`config.mk`:
```
export PLATFORM = sky130hd
export DESIGN_NAME = dm_dmi_target
export DESIGN_NICKNAME = d
export VERILOG_FILES = /design/src/rtl/dm_dmi_target.sv
export SDC_FILE = /design/constraint.sdc
export NUM_CORES = 1
export LEC_CHECK = 0
export ABC_AREA = 1
export BUFFER_PORTS_ARGS = -buffer_cell sky130_fd_sc_hd__buf_2
export CAP_MARGIN = 10
export CORE_MARGIN = 4
export CORE_UTILIZATION = 51
export DETAILED_ROUTE_END_ITERATION = 6
export GPL_TIMING_DRIVEN = 0
export PLACE_DENSITY = 0.8
export RECOVER_POWER = 50
export SYNTH_ARGS = -nofsm -noshare
export SYNTH_HDL_FRONTEND = slang
export SYNTH_SLANG_ARGS = --single-unit
```
`constraint.sdc`:
```
create_clock -name clk -period 1.7 [get_ports clk]
set_input_delay 0.17 -clock clk [delete_from_list [all_inputs] [get_ports clk]]
set_output_delay 0.17 -clock clk [all_outputs]
set_load 0.03 [all_outputs]
```
`src/rtl/dm_dmi_target.sv`:
```
// dm_dmi_target: Debug Module front end fed by the JTAG DTM.
// Decodes DMI requests against a minimal debug register set (data0, dmcontrol,
// dmstatus, abstractcs, command). It drives halt/resume requests to one hart
// and runs Access-Register abstract commands over a req/ack register port.
//
// Ports:
//   clk, rst            clock, synchronous active-high reset
//   dmi_req_*           DTM request channel (valid/ready, addr, data, op)
//   dmi_resp_*          response channel back to the DTM (valid/ready, data, op)
//   hart_halt_req       level, mirrors dmcontrol.haltreq
//   hart_resume_req     held until hart_resume_ack
//   hart_resume_ack     one-cycle ack from the hart
//   hart_halted         hart is in debug mode
//   ndmreset            mirrors dmcontrol.ndmreset
//   reg_req_*           abstract register access, one-cycle valid pulse
//   reg_ack, reg_rdata  access completion; rdata is valid with ack
module dm_dmi_target #(
  parameter int ABITS     = 7,
  parameter int DATACOUNT = 1
) (
  input  logic             clk,
  input  logic             rst,
  input  logic             dmi_req_valid,
  output logic             dmi_req_ready,
  input  logic [ABITS-1:0] dmi_req_addr,
  input  logic [31:0]      dmi_req_data,
  input  logic [1:0]       dmi_req_op,
  output logic             dmi_resp_valid,
  input  logic             dmi_resp_ready,
  output logic [31:0]      dmi_resp_data,
  output logic [1:0]       dmi_resp_op,
  output logic             hart_halt_req,
  output logic             hart_resume_req,
  input  logic             hart_resume_ack,
  input  logic             hart_halted,
  output logic             ndmreset,
  output logic             reg_req_valid,
  output logic             reg_req_write,
  output logic [15:0]      reg_req_regno,
  output logic [31:0]      reg_req_wdata,
  input  logic             reg_ack,
  input  logic [31:0]      reg_rdata
);

  localparam logic [ABITS-1:0] AD_DATA0  = ABITS'(32'h04);
  localparam logic [ABITS-1:0] AD_DMCTL  = ABITS'(32'h10);
  localparam logic [ABITS-1:0] AD_DMSTAT = ABITS'(32'h11);
  localparam logic [ABITS-1:0] AD_ACS    = ABITS'(32'h16);
  localparam logic [ABITS-1:0] AD_CMD    = ABITS'(32'h17);

  localparam logic [1:0] OP_NOP = 2'd0;
  localparam logic [1:0] OP_RD  = 2'd1;
  localparam logic [1:0] OP_WR  = 2'd2;
  localparam logic [1:0] OP_RSV = 2'd3;

  typedef enum logic {D_IDLE, D_RESP} dstate_t;
  typedef enum logic [1:0] {A_IDLE, A_REQ, A_WAIT} astate_t;

  typedef struct packed {
    logic [31:0] data;
    logic [1:0]  op;
  } dmi_resp_t;

  dstate_t   dstate_q, dstate_d;
  astate_t   astate_q, astate_d;
  dmi_resp_t resp_q;

  logic        dmactive_q, haltreq_q, ndmreset_q;
  logic        resume_req_q, resumeack_q;
  logic [31:0] data0_q;
  logic [2:0]  cmderr_q, cmderr_d;
  logic        req_write_q;
  logic [15:0] req_regno_q;
  logic [31:0] req_wdata_q;

  logic        accept, wr_en, busy;
  logic        wr_data0, wr_dmctl, wr_acs, wr_cmd;
  logic        dm_clr, dm_on;
  logic [31:0] rdata;
  logic [2:0]  new_err;
  logic        cmd_start;

  assign accept = dmi_req_valid && dmi_req_ready;
  assign wr_en  = accept && (dmi_req_op == OP_WR);
  assign busy   = (astate_q != A_IDLE);

  // dmcontrol is always writable; everything else is frozen while inactive
  assign wr_dmctl = wr_en && (dmi_req_addr == AD_DMCTL);
  assign wr_data0 = wr_en && dmactive_q && (dmi_req_addr == AD_DATA0);
  assign wr_acs   = wr_en && dmactive_q && (dmi_req_addr == AD_ACS);
  assign wr_cmd   = wr_en && dmactive_q && (dmi_req_addr == AD_CMD);

  // The written dmactive bit decides: 0 wipes DM state, 1 lets the other
  // fields of the same write take effect (a single activate+halt write works).
  assign dm_clr = wr_dmctl && !dmi_req_data[0];
  assign dm_on  = wr_dmctl &&  dmi_req_data[0];

  // ---------------- DMI request/response FSM ----------------
  always_ff @(posedge clk) begin
    if (rst) dstate_q <= D_IDLE;
    else     dstate_q <= dstate_d;
  end

  always_comb begin
    dstate_d = dstate_q;
    case (dstate_q)
      D_IDLE:  if (accept) dstate_d = D_RESP;
      D_RESP:  if (dmi_resp_ready) dstate_d = D_IDLE;
      default: dstate_d = D_IDLE;
    endcase
  end

  assign dmi_req_ready  = (dstate_q == D_IDLE);
  assign dmi_resp_valid = (dstate_q == D_RESP);
  assign dmi_resp_data  = resp_q.data;
  assign dmi_resp_op    = resp_q.op;

  // Read mux; unmapped and write-only registers return 0
  always_comb begin
    rdata = 32'h0;
    case (dmi_req_addr)
      AD_DATA0: rdata = data0_q;
      AD_DMCTL: begin
        rdata[31] = haltreq_q;
        rdata[1]  = ndmreset_q;
        rdata[0]  = dmactive_q;
      end
      AD_DMSTAT: begin
        rdata[3:0] = 4'd2;
        rdata[7]   = 1'b1;
        rdata[8]   = hart_halted;
        rdata[9]   = hart_halted;
        rdata[10]  = !hart_halted;
        rdata[11]  = !hart_halted;
        rdata[16]  = resumeack_q;
        rdata[17]  = resumeack_q;
      end
      AD_ACS: begin
        rdata[3:0]  = 4'(DATACOUNT);
        rdata[10:8] = cmderr_q;
        rdata[12]   = busy;
      end
      default: rdata = 32'h0;
    endcase
  end

  always_ff @(posedge clk) begin
    if (rst) begin
      resp_q <= '0;
    end else if (accept) begin
      resp_q.data <= (dmi_req_op == OP_RD) ? rdata : 32'h0;
      resp_q.op   <= (dmi_req_op == OP_RSV) ? 2'd2 : 2'd0;
    end
  end

  // ---------------- dmcontrol / resume ----------------
  always_ff @(posedge clk) begin
    if (rst)           dmactive_q <= 1'b0;
    else if (wr_dmctl) dmactive_q <= dmi_req_data[0];
  end

  always_ff @(posedge clk) begin
    if (rst || dm_clr) begin
      haltreq_q  <= 1'b0;
      ndmreset_q <= 1'b0;
    end else if (dm_on) begin
      haltreq_q  <= dmi_req_data[31];
      ndmreset_q <= dmi_req_data[1];
    end
  end

  // resumereq together with haltreq is not a resume
  always_ff @(posedge clk) begin
    if (rst || dm_clr) begin
      resume_req_q <= 1'b0;
      resumeack_q  <= 1'b0;
    end else if (dm_on && dmi_req_data[30] && !dmi_req_data[31]) begin
      resume_req_q <= 1'b1;
      resumeack_q  <= 1'b0;
    end else if (resume_req_q && hart_resume_ack) begin
      resume_req_q <= 1'b0;
      resumeack_q  <= 1'b1;
    end
  end

  assign hart_halt_req   = haltreq_q;
  assign hart_resume_req = resume_req_q;
  assign ndmreset        = ndmreset_q;

  // ---------------- abstract command decode ----------------
  always_comb begin
    new_err   = 3'd0;
    cmd_start = 1'b0;
    if (wr_cmd) begin
      if (busy)
        new_err = 3'd1;
      else if (cmderr_q != 3'd0)
        new_err = 3'd0;
      else if ((dmi_req_data[31:24] != 8'd0) ||
               (dmi_req_data[17] && (dmi_req_data[22:20] != 3'd2)))
        new_err = 3'd2;
      else if (!hart_halted)
        new_err = 3'd4;
      else if (dmi_req_data[17])
        cmd_start = 1'b1;
    end else if (wr_data0 && busy) begin
      new_err = 3'd1;
    end
  end

  // Sticky: errors only land on a clear cmderr, and beat a same-cycle W1C
  always_comb begin
    cmderr_d = cmderr_q;
    if (wr_acs) cmderr_d = cmderr_q & ~dmi_req_data[10:8];
    if ((new_err != 3'd0) && (cmderr_q == 3'd0)) cmderr_d = new_err;
  end

  always_ff @(posedge clk) begin
    if (rst || dm_clr) cmderr_q <= 3'd0;
    else               cmderr_q <= cmderr_d;
  end

  // ---------------- abstract FSM ----------------
  always_ff @(posedge clk) begin
    if (rst || dm_clr) astate_q <= A_IDLE;
    else               astate_q <= astate_d;
  end

  always_comb begin
    astate_d = astate_q;
    case (astate_q)
      A_IDLE:  if (cmd_start) astate_d = A_REQ;
      A_REQ:   astate_d = A_WAIT;
      A_WAIT:  if (reg_ack) astate_d = A_IDLE;
      default: astate_d = A_IDLE;
    endcase
  end

  // Request fields are captured at issue so data0 may change afterwards
  always_ff @(posedge clk) begin
    if (rst || dm_clr) begin
      req_write_q <= 1'b0;
      req_regno_q <= 16'h0;
      req_wdata_q <= 32'h0;
    end else if (cmd_start) begin
      req_write_q <= dmi_req_data[16];
      req_regno_q <= dmi_req_data[15:0];
      req_wdata_q <= data0_q;
    end
  end

  assign reg_req_valid = (astate_q == A_REQ);
  assign reg_req_write = req_write_q;
  assign reg_req_regno = req_regno_q;
  assign reg_req_wdata = req_wdata_q;

  // data0: DMI writes are dropped while busy; read commands load it on ack
  always_ff @(posedge clk) begin
    if (rst || dm_clr)
      data0_q <= 32'h0;
    else if ((astate_q == A_WAIT) && reg_ack && !req_write_q)
      data0_q <= reg_rdata;
    else if (wr_data0 && !busy)
      data0_q <= dmi_req_data;
  end

endmodule

```
==> flow_summary.ini, run 1 <==
[worst_setup_path]
reg2reg_from = dmi_resp_valid
reg2reg_setup_slack_ns = 0.01
rr_worst_depth = 9
crit_path_start = dmi_resp_valid
cp-end-kind = register
r2r-end = data0_q[19]
cp_max_fo = 10
crit_type = register to register
critPathLaunchType = register
cp_slowest_cell = dfxtp_2
arrival_ns = 2.09
cpPeakStageDelay_ns = 0.34
cp_common_cell = buf_6
crit_chain = nor2_4 -> buf_4 -> nand3_4 -> o21ai_4 -> inv_2 -> buf_6 -> buf_6 -> o21ai_0 -> a31oi_1
critPathRequiredTime_ns = 2.11

[sta]
rsz0062_at_grt = yes
max_freq_mhz = 593
drv_slew = 0
fin_setup_tns_ns = 0
setup_viol = 0
worstMarginPinSlew_ns = 0.662
fin_crit_sh_pct = 99.2
fin_crit_ns = 1.69
hold_viol_final = 0
fin_skew_ns = 0.00648
maxSlewHeadroom_pct = 55.8

[die]
die_h_um = 109
fp.dieW_um = 109
rows = 36
core_um2 = 9820
dieArea_um2 = 11800
start_util_pct = 52.8
ioPinCount = 169

[placement]
portBuffers = 166
gp_congestion = 0.971
dpl.hpwl_mm = 12.7

[flow_run]
cap_violations = 0

[synthesis]
syn_avg_cell_area_um2 = 7.58
async_flop_share_pct = 0
yosysMostFrequentCell = nand2_1
syn-cell-area_um2 = 5190
synthFlopType = dfxtp_1
ys_types = 34
ys_top_cells_by_count = 128 x nand2_1, 125 x dfxtp_1, 118 x nor2_1, 52 x o21ai_0, 42 x nand3_1
synth_edf_count = 0
ys_top_cells_by_area = dfxtp_1 48%, nand2_1 9.3%, nor2_1 8.5%, o21ai_0 5.0%, a31oi_1 4.2%
netlist.area_leader.share_pct = 48.2
synth_cells = 684
synthesis.nets = 764
ys_warn_count = 0
yosys.area.top_type = dfxtp_1
synth_seq_cells = 125
synth.yosys.seq_area_share_pct = 48.2

[cells_and_area]
seqCellArea_um2 = 2500
area_growth_pct = 46.4
final_util_pct = 77.3
n_fill_cell = 694
multiInputGateArea_um2 = 2330
nNetsFinal = 1028
drive_above_1_share_pct = 21.6
diodes = 0

[cts]
clock_path_buffers = 2
cts_tree = yes
cts_max_level = 4
clk_pin_slew_ns = 0.06
clock_sinks = 125
clkLatencyLatePin_ns = 0.54
cts-buffers-inserted = 17
root_buffer = clkbuf_8

[detailed_routing]
drt_iter0_markers = 857
drtAntennaViolNets = 0
vias_per_cell = 5.79
drc_errors = 0
wl_per_cell_um = 19.0
drt_pass1_iterations = 7
routed_wl_mm = 20.7
vias = 6333

[power_and_ir_drop]
p_leak_nw = 3.08
power_density_nw_per_um2 = 973
vdd_drop_max_mv = 0.554

[global_route]
grt_first_pass_wirelength_mm = 30.7
grt_pass1_vias = 6170
grt_max_degree = 17
antenna_found_initial = 0
track_usage_pct = 34.0
grt.overflow.total = 0

[worst_hold_path]
whs_path_depth = 3
hp-start = reg_rdata[0]
hold_path_end = data0_q[0]
worstHoldPathType = input pin to register

[run_status]
run_status = complete, no violations
[power breakdown]
group | internal, mW | switching, mW
combinational | 0.255 | 0.287
clock | 2.57 | 1.35
sequential | 2.93 | 0.00286
total | 5.75 | 1.64
[metrics by stage]
stage | area [um^2] | setup WS (ns) | std cells | power [mW] | hold WS, ns
2_1_floorplan | 5190 | 0.0501 | 684 | 3.18 | 0.316
3_3_place_gp | 6180 | -0.174 | 983 | 3.35 | 0.424
3_5_place_dp | 6180 | -0.177 | 983 | 3.36 | 0.445
4_1_cts | 7530 | 0.000524 | 1086 | 7.31 | 0.00521
5_1_grt | 7590 | -0.0889 | 1094 | 7.51 | 0.0316
6_report | 7590 | 0.0135 | 1094 | 7.39 | 0.0253
[cell usage in the layout, fill, tap and decap left out, types with 2 or more instances in the layout]
master and instances:
a21oi_1 37, a221oi_1 2, a31oi_1 35, buf_2 97, buf_4 11, buf_6 18, bufinv_16 5, clkbuf_1 89
clkbuf_16 16, clkbuf_2 6, clkbuf_4 2, clkbuf_8 2, clkinv_2 4, clkinvlp_4 2, dfxtp_1 124, dlygate4sd3_1 69
inv_1 33, inv_2 2, nand2_1 127, nand2_2 4, nand3_1 42, nand4_1 2, nor2_1 114, nor2_2 6
nor2_4 6, nor3_1 3, o211ai_1 3, o21ai_0 42, o21ai_1 25, o21ai_2 18, o221ai_1 2, or2_2 2
[worst max-delay path: cells and delay by family, from the launching register on]
kind	cells	cell delay (ns)
flops	1	0.34
buf+inv	4	0.50
simple gates	2	0.27
compound gates	3	0.43
[area by class of cell]
class	instances	area share [%]
clock buffer	21	5.78
tap	133	2.19
clock inverter	11	2.49
inverter	36	1.80
timing repair buffer	245	19.8
sequential	125	33.0
buffer	44	4.32
multi-input combinational	479	30.7
[worst max-delay path by stage]
stage	end	slack, ns
after floorplan	reg_req_wdata[23]	0.05
after global placement	data0_q[25]	-0.17
after detailed placement	data0_q[18]	-0.18
after CTS	reg_req_wdata[11]	0.0005
after global routing	reg_req_regno[10]	-0.09
final	data0_q[19]	0.01
[per-layer routing]
| layer | share of wire (%) | global-route usage, % |
|---|---|---|
| met4 | 6.3 | 22.0 |
| met1 | 36 | 39.9 |
| met3 | 10 | 7.34 |
| met5 | 0 | 0 |
| met2 | 47 | 56.1 |
[registers in the layout, summed over array words and instances, names as in the netlist, 2 cells and up]
name           flops
data0_q           32
dmi_resp_data     32
reg_req_wdata     32
reg_req_regno     16
cmderr_q           3
astate_q           2
[cell families (layout without fill, tap and decap cells)]
group / after synthesis / after routing / share of synthesized area (%)
AOI/OAI and AO/OA: 168 / 168 / 18.1
other: 1 / 1 / 0.0723
and+or+nand+nor: 310 / 310 / 25.3
buffers and inverters: 80 / 357 / 8.32
DFF: 125 / 125 / 48.2
[timing repair]
item                                   in CTS  in global routing
pin swaps                                   1                  4
setup endpoints to repair                  70                114
buffers inserted                            2                  7
gates cloned                                0                  1
resized for setup                           7                 54
endpoints found under the hold margin      59                  0
hold buffers                               69                  0
(Power assumes the default switching activity.)
==> inputs of run 2 (changes only) <==
- ABC_AREA: 1 -> default
- CAP_MARGIN: 10 -> 30
- CORE_UTILIZATION: 51 -> 50
==> run 2 against run 1 <==
Compared with the run above: the run now ends with negative setup slack left; utilization rose by 1.4 points; critical endpoint is now reg_req_regno[2]; worst hold slack got worse by 0.020 ns; wire length fell by 12%; area after synthesis decreased by 3.9%; clock power is 15% lower; non-clock buffer count down 7; die area down 1.8%; power down 9.1%; critical path depth did not move; setup slack got worse by 0.33 ns; combinational power fell by 19%; design area increased by 0.87%.
==> flow_summary.ini, run 2 <==
[run_status]
run_status = finished, violations left
violations = negative setup slack

[sta]
worstMarginPinSlew_ns = 0.639
hold_ws_ns = 0.00518
final.setup.worst_slack_ns = -0.320
drv_slew = 0
fin_setup_tns_ns = -21.00
hold_viol_final = 0
fin_crit_sh_pct = 119
maxSlewHeadroom_pct = 57.1
max_freq_mhz = 495
setup_viol = 85
fin_skew_ns = 0.00834
rsz0062_at_grt = yes
fin_crit_ns = 2.02

[synthesis]
ys_top_cells_by_area = dfxtp_1 50%, mux2i_1 16%, nor2_1 9.0%, a211oi_1 5.0%, a22oi_1 3.8%
syn_avg_cell_area_um2 = 9.68
synth_seq_cells = 125
netlist.area_leader.share_pct = 50.2
synth_edf_count = 0
synthFlopType = dfxtp_1
synthesis.nets = 595
ys_warn_count = 0
syn-cell-area_um2 = 4980
synth.yosys.seq_area_share_pct = 50.2
async_flop_share_pct = 0
synth_cells = 515
ys_types = 47
yosys.area.top_type = dfxtp_1
ys_top_cells_by_count = 125 x dfxtp_1, 119 x nor2_1, 81 x mux2i_1, 33 x a211oi_1, 25 x a22oi_1
yosysMostFrequentCell = dfxtp_1

[die]
fp.dieW_um = 108
rows = 36
ioPinCount = 169
die_h_um = 108
start_util_pct = 51.2
core_um2 = 9730
dieArea_um2 = 11600

[worst_setup_path]
reg2reg_setup_slack_ns = -0.30
reg2reg_from = cmderr_q[1]
cp_max_fo = 5
cp_slowest_cell = or4_4
cp-end-kind = register
cpPeakStageDelay_ns = 0.59
worst-path-buf-inv = 4
r2r-end = reg_req_regno[2]
rr_worst_depth = 7
critPathTopFamily = simple AND/OR/NAND/NOR gates
critPathRequiredTime_ns = 2.11
crit_type = input pin to register
crit_chain = buf_6 -> or4b_4 -> or4_4 -> nor4_4 -> buf_6 -> buf_12 -> buf_12 -> mux2i_1 -> nor2_1
arrival_ns = 2.43
critPathLaunchType = input pin

[worst_hold_path]
whs_path_depth = 3
hp-start = dmi_req_data[24]
worstHoldPathType = input pin to register
hold_path_end = data0_q[24]

[global_route]
grt_max_degree = 17
track_usage_pct = 29.4
grt_pass1_vias = 5157
grt_first_pass_wirelength_mm = 26.4
antenna_found_initial = 0
grt.overflow.total = 0

[cells_and_area]
layout_common_cells = 123 x dfxtp_1, 118 x nor2_1, 104 x buf_2
n_fill_cell = 653
drive_above_1_share_pct = 27.4
area_growth_pct = 53.7
mostFrequentLayoutCell = dfxtp_1
nNetsFinal = 859
diodes = 0
seqCellArea_um2 = 2510
multiInputGateArea_um2 = 2460

[cts]
clock_sinks = 125
clk_pin_slew_ns = 0.06
cts_tree = yes
clkLatencyLatePin_ns = 0.53
cts-buffers-inserted = 17
cts_max_level = 4
clock_path_buffers = 2
root_buffer = clkbuf_8

[placement]
portBuffers = 165
gp_congestion = 0.910
dpl.hpwl_mm = 11.0

[detailed_routing]
drt_iter0_markers = 419
vias_per_cell = 5.54
drtAntennaViolNets = 0
vias = 5129
routed_wl_mm = 18.2
wl_per_cell_um = 19.7
drc_errors = 0
drt_pass1_iterations = 5

[flow_run]
cap_violations = 0

[power_and_ir_drop]
power_density_nw_per_um2 = 876
p_leak_nw = 3.16
p_total_mw = 6.71
vdd_drop_max_mv = 0.723
[run 2: cell count changes after synthesis, moves of 8 or more]
| cell | previous run | this run |
|---|---|---|
| buf_6 | 16 | 3 |
| a22oi_1 | 0 | 25 |
| inv_1 | 33 | 5 |
| mux2i_1 | 0 | 81 |
| nor3b_1 | 0 | 8 |
| nand3_1 | 42 | 7 |
| o21ai_0 | 52 | 4 |
| o21ai_1 | 31 | 0 |
| a21oi_1 | 37 | 13 |
| nand2_1 | 128 | 13 |
| a31oi_1 | 35 | 1 |
| a211oi_1 | 0 | 33 |
[run 2: metal layers]
layer | wire length (um) | GRT usage, %
met5 | 0 | 0
met4 | 386 | 9.38
met3 | 1740 | 9.00
met2 | 9090 | 50.3
met1 | 6990 | 35.2
[run 2: logic make-up (layout without fill, tap and decap cells)]
kind of cell | count (synthesis) | after routing | share of synthesized area, %
flip-flops | 125 | 125 | 50.2
AND/OR/NAND/NOR | 175 | 175 | 16.2
other | 1 | 1 | 0.0752
multiplexers | 81 | 81 | 16.3
AO/OA/AOI/OAI | 91 | 91 | 13.2
buffers and inverters | 42 | 319 | 3.99
[run 2: worst max-delay path by stage]
stage	from	endpoint	slack, ns	cells past startpoint
3_5_place_dp	dmi_req_addr[3]	dmi_resp_data[3]	-0.81	7
2_1_floorplan	dmi_req_addr[3]	cmderr_q[1]	-0.41	5
3_3_place_gp	dmi_req_addr[3]	reg_req_regno[9]	-0.69	8
4_1_cts	dmi_resp_valid	data0_q[29]	-0.27	9
6_report	dmi_req_addr[6]	reg_req_regno[2]	-0.32	9
5_1_grt	dmi_resp_valid	reg_req_wdata[4]	-0.41	9
[run 2: area by class of cell]
| class | instances | share of cell area [%] |
|---|---|---|
| timing repair buffer | 246 | 21.3 |
| tap | 133 | 2.17 |
| clock inverter | 10 | 1.16 |
| clock buffer | 22 | 6.04 |
| inverter | 5 | 0.245 |
| multi-input combinational | 348 | 32.1 |
| buffer | 36 | 4.20 |
| sequential | 125 | 32.7 |
[run 2: what timing repair did]
item	4_1_cts	5_1_grt
endpoints found under the hold margin	56	0
buffers inserted	15	5
cloned	2	4
gates resized for setup	36	57
hold buffers	58	0
setup endpoints to repair	109	117
pin swaps	13	9
[run 2: stage by stage]
step / utilization (%) / instance area [um^2] / setup WS, ns / cells
after global routing: 78.7 / 7660 / -0.415 / 925
after detailed placement: 62.1 / 6040 / -0.807 / 813
after global placement: 62.1 / 6040 / -0.692 / 813
after floorplan: - / 5050 / -0.411 / 515
after CTS: 77.0 / 7490 / -0.272 / 920
final: 78.7 / 7660 / -0.320 / 925
[run 2: worst register-to-register path, cell delays in order, from the launching register on]
cell and delay (ns):
dfxtp_1 0.35, or4_4 0.54, nor4_4 0.28, buf_6 0.18, buf_12 0.13, buf_12 0.14
mux2i_1 0.23, nor2_1 0.06
[run 2: power by group]
| group | total (mW) | internal, mW | switching (mW) |
|---|---|---|---|
| Clock | 3.34 | 2.05 | 1.29 |
| Combinational | 0.438 | 0.215 | 0.223 |
| Sequential | 2.94 | 2.93 | 0.00254 |
| Total | 6.71 | 5.20 | 1.52 |
==> inputs of run 3 (changes only) <==
- PLACE_DENSITY: 0.8 -> default
- PLACE_DENSITY_LB_ADDON: default -> 0.3
==> run 3 against run 2 <==
Compared with the run above: die area unchanged; clock power about the same; largest power group unchanged; utilization is 1.8 points higher; design area up 2.3%; first-iteration DRC count is 13% lower; power up 0.64%; flip-flop and latch count unchanged; clock skew about the same; global-route usage up 0.72 points; register-to-register slack got worse by 0.18 ns; the run ends with design-rule violations, negative setup slack left.
==> flow_summary.ini, run 3 (same netlist as run 2, synthesis figures left out) <==
[sta]
setup_viol = 86
hold_viol_final = 0
hold_ws_ns = 0.0178
rsz0062_at_grt = yes
max_freq_mhz = 459
final.setup.worst_slack_ns = -0.477
fin_crit_sh_pct = 128
fin_crit_ns = 2.18
worstMarginPinSlew_ns = 0.641
maxSlewHeadroom_pct = 57.3
drv_slew = 0
fin_skew_ns = 0.00843

[power_and_ir_drop]
power_density_nw_per_um2 = 862
p_leak_nw = 3.29
vdd_drop_max_mv = 0.741

[cells_and_area]
drive_above_1_share_pct = 28.9
n_fill_cell = 616
layout.cells.non_filler = 939
fin_area_um2 = 7840
area_growth_pct = 57.3
nNetsFinal = 873
layout_common_cells = 123 x dfxtp_1, 117 x nor2_1, 104 x buf_2
diodes = 0
mostFrequentLayoutCell = dfxtp_1
final_util_pct = 80.6

[placement]
dpl.hpwl_mm = 11.0
gp_congestion = 0.888
portBuffers = 165
placed_cells = 813
placed_cell_area_um2 = 6040

[cts]
clk_pin_slew_ns = 0.06
clkLatencyLatePin_ns = 0.52
cts-buffers-inserted = 17
clock_path_buffers = 2
clock_sinks = 125
cts_max_level = 4
cts_tree = yes
root_buffer = clkbuf_8

[detailed_routing]
drt_pass1_iterations = 7
drt_iter0_markers = 363
routed_wl_mm = 18.4
vias = 5263
drtAntennaViolNets = 0
drc_errors = 1
vias_per_cell = 5.60
wl_per_cell_um = 19.6

[worst_setup_path]
critPathRequiredTime_ns = 2.10
critPathLaunchType = register
cp-end-kind = register
cp_max_fo = 7
reg2reg_setup_slack_ns = -0.48
arrival_ns = 2.58
reg2reg_from = dmi_resp_valid
r2r-end = data0_q[21]
endpoint = data0_q[21]
crit_type = register to register
crit_path_start = dmi_resp_valid
rr_worst_depth = 8

[global_route]
grt_first_pass_wirelength_mm = 26.9
grt_max_degree = 17
antenna_found_initial = 0
grt_pass1_vias = 5140
grt.overflow.total = 0
track_usage_pct = 30.1

[die]
start_util_pct = 51.2
dieArea_um2 = 11600
core_um2 = 9730
die_h_um = 108
rows = 36
fp.dieW_um = 108
ioPinCount = 169

[worst_hold_path]
worstHoldPathType = input pin to register

[run_status]
violations = design-rule violations, negative setup slack
run_status = finished, violations left

[flow_run]
cap_violations = 0
-- run 3: cell types whose count changed in the layout (fill, tap and decap cells not counted), moves of 3 or more --
cell	previous run	this run
buf_4	13	21
clkbuf_1	78	73
clkinvlp_4	1	6
buf_8	3	7
a211oi_1	22	25
a211oi_2	11	8
buf_6	9	12
clkbuf_2	2	5
clkbuf_4	3	0
-- run 3: power by group --
part / total, mW / internal [mW] / switching [mW]
clock: 3.35 / 1.97 / 1.38
sequential: 2.93 / 2.93 / 0.00254
combinational: 0.470 / 0.242 / 0.228
-- run 3: metrics by stage --
step           power (mW)  worst slack, ns  setup TNS [ns]
2_1_floorplan        3.11           -0.411          -15.47
3_3_place_gp         3.27           -0.728          -51.18
3_5_place_dp         3.27           -0.748          -54.51
4_1_cts              6.73           -0.264          -16.97
5_1_grt              6.94           -0.568          -34.67
6_report             6.76           -0.477          -28.48
-- run 3: layout make-up --
cell class	instances	area [um^2]	area share [%]
sequential	125	2510	32.0
multi-input combinational	348	2450	31.2
timing repair buffer	262	1830	23.4
clock buffer	18	428	5.46
buffer	34	318	4.05
tap	133	166	2.12
clock inverter	14	121	1.55
inverter	5	18.8	0.239
-- run 3: worst max-delay path, cell delays in order, from the launching register on --
cell and delay [ns]:
dfxtp_4 0.35, nor4bb_4 0.36, buf_4 0.21, buf_6 0.11, nand3_2 0.10, nand2b_4 0.30
buf_12 0.20, mux2i_1 0.13, a211oi_1 0.29
-- run 3: layer usage --
| metal | wire length, um | track usage [%] |
|---|---|---|
| met5 | 0 | 0 |
| met4 | 690 | 11.0 |
| met3 | 1720 | 8.40 |
| met2 | 8930 | 51.0 |
| met1 | 7050 | 36.5 |
-- run 3: what timing repair did --
| item | CTS | global route |
|---|---|---|
| buffers inserted | 24 | 10 |
| setup endpoints to repair | 110 | 117 |
| gates cloned | 4 | 4 |
| gates resized for setup | 61 | 41 |
| hold endpoints to repair | 54 | 0 |
| hold buffers | 58 | 0 |
| pin swaps | 13 | 9 |
-- run 3: worst min-delay path by stage --
stage | slack, ns | cells after the start | start | end
2_1_floorplan | 0.26 | 1 | dmi_resp_ready | dmi_resp_valid
3_3_place_gp | 0.35 | 2 | dmi_resp_ready | dmi_resp_valid
3_5_place_dp | 0.36 | 2 | dmi_resp_ready | dmi_resp_valid
4_1_cts | 0.004 | 3 | dmi_req_data[30] | data0_q[30]
5_1_grt | 0.02 | 3 | dmi_req_data[30] | data0_q[30]
6_report | 0.02 | 3 | dmi_req_data[30] | data0_q[30]
